File: config.mk
export PLATFORM = sky130hd
export DESIGN_NAME = ccff_chain_loader_flat
export DESIGN_NICKNAME = d
export VERILOG_FILES = /design/src/rtl/ccff_chain_loader_if.sv /design/src/rtl/ccff_chain_loader.sv /design/src/flat_wrapper.sv
export SDC_FILE = /design/constraint.sdc
export NUM_CORES = 1
export LEC_CHECK = 0
export ABC_AREA = 1
export ABC_CLOCK_PERIOD_IN_PS = 2400
export CORE_ASPECT_RATIO = 1.4
export CORE_MARGIN = 2
export CORE_UTILIZATION = 56
export CTS_CLUSTER_DIAMETER = 50
export DETAILED_ROUTE_END_ITERATION = 8
export GPL_ROUTABILITY_DRIVEN = 0
export PLACE_DENSITY = 0.92
export SYNTH_ARGS = -nofsm -noshare
export SYNTH_HDL_FRONTEND = slang
export SYNTH_SLANG_ARGS = --single-unit
File: constraint.sdc
create_clock -name prog_clk -period 2.4 [get_ports prog_clk]
set_input_delay 0.24 -clock prog_clk [delete_from_list [all_inputs] [get_ports prog_clk]]
set_output_delay 0.24 -clock prog_clk [all_outputs]
set_load 0.02 [all_outputs]
File: src/rtl/ccff_chain_loader_if.sv
// Bitstream word handshake between a configuration source and ccff_chain_loader.
// A word transfers on every prog_clk rising edge where cfg_valid && cfg_ready; cfg_valid must not wait on cfg_ready.
interface ccff_chain_loader_if #(
   parameter int WORD_W = 8
);
   logic [WORD_W-1:0] cfg_data;
   logic              cfg_valid;
   logic              cfg_ready;

   modport master (output cfg_data, output cfg_valid, input cfg_ready);
   modport slave  (input cfg_data, input cfg_valid, output cfg_ready);
endinterface

File: src/rtl/ccff_chain_loader.sv
// Serialises a word stream MSB-first into a configuration flip-flop chain.
// Define CCFF_READBACK_EN to add a CRC-16 recirculating readback check after loading.
module ccff_chain_loader #(
   parameter int CHAIN_LEN = 64,
   parameter int WORD_W    = 8
) (
   input  logic                 prog_clk,
   input  logic                 pReset,
   input  logic                 start,
   ccff_chain_loader_if.slave   cfg,
   output logic                 ccff_head,
   output logic                 ccff_shift,
   input  logic                 ccff_tail,
   output logic                 config_enable,
   output logic                 busy,
   output logic                 done,
   output logic                 err,
   output logic [1:0]           fsm_state
);
   typedef enum logic [1:0] {IDLE = 2'd0, LOAD = 2'd1, VERIFY = 2'd2, DONE = 2'd3} state_t;

   localparam int CW = $clog2(CHAIN_LEN + 1);
   localparam int BW = $clog2(WORD_W + 1);

   state_t            state_q;
   logic [CW-1:0]     bit_cnt_q;
   logic [WORD_W-1:0] buf_q;
   logic [BW-1:0]     buf_cnt_q;
   logic              err_q;
   logic              busy_q;
   logic              cen_q;
   logic              done_q;

   logic buf_has;
   logic last_bit;
   logic load_shift;
   logic ready_int;
   logic take;

   assign buf_has    = (buf_cnt_q != '0);
   assign last_bit   = (bit_cnt_q == CW'(CHAIN_LEN - 1));
   assign load_shift = (state_q == LOAD) && buf_has;
   // Ready also when the last buffered bit leaves this cycle, so words stream without a bubble.
   assign ready_int  = (state_q == LOAD) && (!buf_has || buf_cnt_q == BW'(1));
   assign take       = ready_int && cfg.cfg_valid;

`ifdef CCFF_READBACK_EN
   logic [15:0] crc_load_q;
   logic [15:0] crc_tail_q;
   logic        verify_on;

   function automatic logic [15:0] crc_step(input logic [15:0] c, input logic b);
      logic fb;
      fb = c[15] ^ b;
      return {c[14:0], 1'b0} ^ (fb ? 16'h1021 : 16'h0000);
   endfunction

   assign verify_on = (state_q == VERIFY);
`else
   logic unused_tail;
   assign unused_tail = ccff_tail;
`endif

   always_ff @(posedge prog_clk) begin
      if (pReset) begin
         state_q   <= IDLE;
         bit_cnt_q <= '0;
         buf_q     <= '0;
         buf_cnt_q <= '0;
         err_q     <= 1'b0;
         busy_q    <= 1'b0;
         cen_q     <= 1'b0;
         done_q    <= 1'b0;
`ifdef CCFF_READBACK_EN
         crc_load_q <= 16'hFFFF;
         crc_tail_q <= 16'hFFFF;
`endif
      end else begin
         done_q <= 1'b0;
         case (state_q)
            IDLE: begin
               if (start) begin
                  state_q   <= LOAD;
                  bit_cnt_q <= '0;
                  buf_cnt_q <= '0;
                  err_q     <= 1'b0;
                  busy_q    <= 1'b1;
                  cen_q     <= 1'b1;
`ifdef CCFF_READBACK_EN
                  crc_load_q <= 16'hFFFF;
                  crc_tail_q <= 16'hFFFF;
`endif
               end
            end
            LOAD: begin
               if (buf_has) begin
                  buf_q     <= buf_q << 1;
                  buf_cnt_q <= buf_cnt_q - BW'(1);
                  bit_cnt_q <= bit_cnt_q + CW'(1);
`ifdef CCFF_READBACK_EN
                  crc_load_q <= crc_step(crc_load_q, buf_q[WORD_W-1]);
`endif
                  if (last_bit) begin
                     // Leftover bits of the final word are dropped here.
                     buf_cnt_q <= '0;
                     bit_cnt_q <= '0;
`ifdef CCFF_READBACK_EN
                     state_q <= VERIFY;
`else
                     state_q <= DONE;
                     done_q  <= 1'b1;
                     cen_q   <= 1'b0;
`endif
                  end
               end
               if (take && !(buf_has && last_bit)) begin
                  buf_q     <= cfg.cfg_data;
                  buf_cnt_q <= BW'(WORD_W);
               end
            end
`ifdef CCFF_READBACK_EN
            VERIFY: begin
               crc_tail_q <= crc_step(crc_tail_q, ccff_tail);
               bit_cnt_q  <= bit_cnt_q + CW'(1);
               if (last_bit) begin
                  err_q     <= (crc_load_q != crc_step(crc_tail_q, ccff_tail));
                  bit_cnt_q <= '0;
                  state_q   <= DONE;
                  done_q    <= 1'b1;
                  cen_q     <= 1'b0;
               end
            end
`endif
            DONE: begin
               state_q <= IDLE;
               busy_q  <= 1'b0;
            end
            default: state_q <= IDLE;
         endcase
      end
   end

   // Outputs are forced quiet for the whole time reset is held, not just after the edge.
   assign cfg.cfg_ready   = !pReset && ready_int;
   assign config_enable   = !pReset && cen_q;
   assign busy            = !pReset && busy_q;
   assign done            = !pReset && done_q;
   assign err             = !pReset && err_q;
   assign fsm_state       = state_q;
`ifdef CCFF_READBACK_EN
   assign ccff_shift = !pReset && (load_shift || verify_on);
   assign ccff_head  = !pReset && (load_shift ? buf_q[WORD_W-1] : (verify_on && ccff_tail));
`else
   assign ccff_shift = !pReset && load_shift;
   assign ccff_head  = !pReset && load_shift && buf_q[WORD_W-1];
`endif
endmodule

File: src/flat_wrapper.sv
// flat-port wrapper written by rule: the top's interface ports become plain ports
module ccff_chain_loader_flat 
#(
   parameter int CHAIN_LEN = 64,
   parameter int WORD_W    = 8
)
  (prog_clk, pReset, start, ccff_head, ccff_shift, ccff_tail, config_enable, busy, done, err, fsm_state, cfg_cfg_data, cfg_cfg_valid, cfg_cfg_ready);
  ccff_chain_loader_if #(.WORD_W(WORD_W)) cfg_i ();
  input  logic prog_clk;
  input  logic pReset;
  input  logic start;
  output logic ccff_head;
  output logic ccff_shift;
  input  logic ccff_tail;
  output logic config_enable;
  output logic busy;
  output logic done;
  output logic err;
  output logic [1:0] fsm_state;
  input wire logic [$bits(cfg_i.cfg_data)-1:0] cfg_cfg_data;
  input wire logic [$bits(cfg_i.cfg_valid)-1:0] cfg_cfg_valid;
  output wire logic [$bits(cfg_i.cfg_ready)-1:0] cfg_cfg_ready;
  assign cfg_i.cfg_data = cfg_cfg_data;
  assign cfg_i.cfg_valid = cfg_cfg_valid;
  assign cfg_cfg_ready = cfg_i.cfg_ready;
  ccff_chain_loader #(.CHAIN_LEN(CHAIN_LEN), .WORD_W(WORD_W)) u_core (.prog_clk(prog_clk), .pReset(pReset), .start(start), .cfg(cfg_i), .ccff_head(ccff_head), .ccff_shift(ccff_shift), .ccff_tail(ccff_tail), .config_enable(config_enable), .busy(busy), .done(done), .err(err), .fsm_state(fsm_state));
endmodule
==> flow_summary.ini <==
[outcome]
status = finished, final reports clean

[global_route]
grt_overflow = 0
track_usage_pct = 20.1
grt_pass1_wl_um = 4490
grt_pass1_vias = 1094
grt_start_max_net_pins = 17
antenna_found_initial = 0

[clock_tree]
clk_pin_slew_ps = 120
insertion_delay_ps = 320
htreeDepth = 1
cts_tree = done
cts_root_buffer = clkbuf_4
clk_path_buf_depth = 2
cts_made_buffers = 3
clock_sinks = 24

[routing]
ant_nets = 0
vias_per_cell = 5.23
wl_per_cell_um = 10.5
drc = 0
vias = 1234
finalWirelength_um = 2470
dr.pass1.iters = 4
drt_iter0_markers = 26

[placed_design]
dp_slack_ps = 355
placed_area_um2 = 1550
hpwlAfterDp_um = 1860
dpl.cell_count = 233
portBuffers = 19

[worst_setup_path]
cp_slowest_cell = clkdlybuf4s50_1
critPathKind = reg2out
start_kind = flop
worstPathMaxFanout = 7
slowest_delay_ps = 610
path_cells = inv_1 -> ha_1 -> nand2_2 -> nand2_8 -> nor2_1 -> clkdlybuf4s50_1
cp_num_buf_inv = 2
reg2reg_from = u_core.buf_cnt_q[0]
path_delay_family = buffers and inverters
critPathCaptureType = output port
cp.required_ps = 2160
crit_arrival_ps = 1990
worstSetupStartpoint = u_core.buf_cnt_q[0]

[timing]
period_minus_slack_ps = 2230
setup_viol = 0
setup_slack_ps = 172
skew_ps = 2.78
final-hold-violation-count = 0
period_share_pct = 92.8
slew-limit-headroom_pct = 65.5
finalSetupTns_ps = 0
tightestPinTransition_ps = 518
fmax_mhz = 449
hold_ws_ps = 467
rsz0062_at_grt = no
report.final.slew_viol_count = 0

[finish]
n_antenna_cell = 0
fin_cells = 236
fillerInstances = 197
multiInputGateArea_um2 = 721
synthToLayoutAreaGrowth_pct = 16.3
final_cell_area_um2 = 1570
seq_area_um2 = 480
fin_nets = 231
drive_above_1_share_pct = 11.3

[power]
ir_drop_mv = 0.403
power_leakage_nw = 0.731
cellPowerDensity_nw_per_um2 = 580

[yosys]
yosysSeqAreaShare_pct = 35.6
syn_inst = 194
avgSynthCellArea_um2 = 6.97
yosys-top-cells-area = dfxtp_1 (36%), nand2_1 (14%), inv_1 (8.1%)
ys.flop_type = dfxtp_1
netlist_area_um2 = 1350
yosys_warnings = 0
synth_top_area_cell = dfxtp_1
yosysTopAreaCellShare_pct = 35.6
synth_cell_types = 28
synth_edf_count = 0
synth_common_cells = nand2_1 (49), inv_1 (29), dfxtp_1 (24), nor2_1 (18), nand3_1 (17)
yosysMostFrequentCell = nand2_1
synthArstFlopShare_pct = 0
syn-num-nets = 210
synth_seq_cells = 24

[die]
initial_core_util_pct = 57.8
core_um2 = 2340
rows = 21
die_w_um = 45.5
die_h_um = 62.1
die-area_um2 = 2830
pin_count = 22

[hold_path]
min-delay-start = u_core.bit_cnt_q[6]
hold_class = reg2reg

[run]
max_cap_viol_count = 0
-- power by group --
| group | internal [mW] | switching (mW) |
|---|---|---|
| clock network | 0.0589 | 0.119 |
| logic | 0.109 | 0.169 |
| registers | 0.433 | 0.0226 |
-- through the flow --
step	utilization (%)	power [mW]
final	67.2	0.911
after floorplan	-	0.678
after global placement	66.2	0.731
after global routing	67.2	0.974
after CTS	67.1	0.910
after detailed placement	66.2	0.736
-- cell usage in the layout, fill, tap and decap left out --
cell,instances
a31oi_1,1
nand3_2,1
nand2_1,48
dlygate4sd2_1,1
dfxtp_1,24
nor2_4,1
buf_4,1
inv_4,1
xor2_1,1
o211ai_1,1
nor3_1,6
nand4_1,2
nand3_4,2
inv_1,29
nor2_2,1
nand2_8,1
ha_1,3
conb_1,1
nand2_4,4
nor3b_1,1
nor2_1,18
clkdlybuf4s50_1,18
nand2_2,2
clkbuf_4,3
a21oi_1,7
o21ai_0,10
o21ai_2,5
o21ai_1,1
inv_2,2
nand3_1,17
-- final cells by class --
type	count	area share (%)
clock buffer	3	1.43
tap	23	1.83
timing repair buffer	20	12.5
sequential	24	30.6
multi-input combinational	134	45.9
inverter	32	7.80
-- final timing paths --
| check | depth (start not counted) | end | slack [ps] |
|---|---|---|---|
| worst min-delay path | 2 | u_core.bit_cnt_q[6] | 470 |
| worst min register to register | 2 | u_core.bit_cnt_q[6] | 470 |
| worst max register to register | 9 | u_core.buf_q[5] | 830 |
| worst max-delay path | 6 | ccff_shift | 170 |
-- kinds of logic after synthesis --
group,Yosys count,share of synthesized area [%]
other,1,0.278
AND/OR/NAND/NOR,104,38.5
XOR/XNOR,1,0.648
flip-flops,24,35.6
AO/OA/AOI/OAI,25,10.9
adder cells (fa/ha/maj),3,2.78
buffers and inverters,36,11.3
-- worst register-to-register path, stage by stage (launching register included) --
cell and delay, ps:
dfxtp_1 340, inv_1 130, ha_1 240, o21ai_1 130, nor2_4 260, nand2_4 130, nand2_1 80, nand3_1 70
nand2_1 70, inv_1 30
-- layer usage --
metal	GRT usage, %	routed length, um
met1	25.4	1110
met2	33.8	1250
met3	1.74	72
met4	7.72	48
met5	0	0
-- flip-flops by register name, summed over array words and instances (netlist names) --
name              count
u_core.buf_q          8
u_core.buf_cnt_q      4
u_core.busy_q         1
u_core.bit_cnt_q      7
u_core.fsm_state      2
u_core.cen_q          1
u_core.done_q         1
-- timing repair --
action	4_1_cts	5_1_grt
hold buffers	0	0
endpoints found under the setup margin	1	2
resized for setup	1	2
buffers inserted	0	0
(Power assumes the default switching activity.)
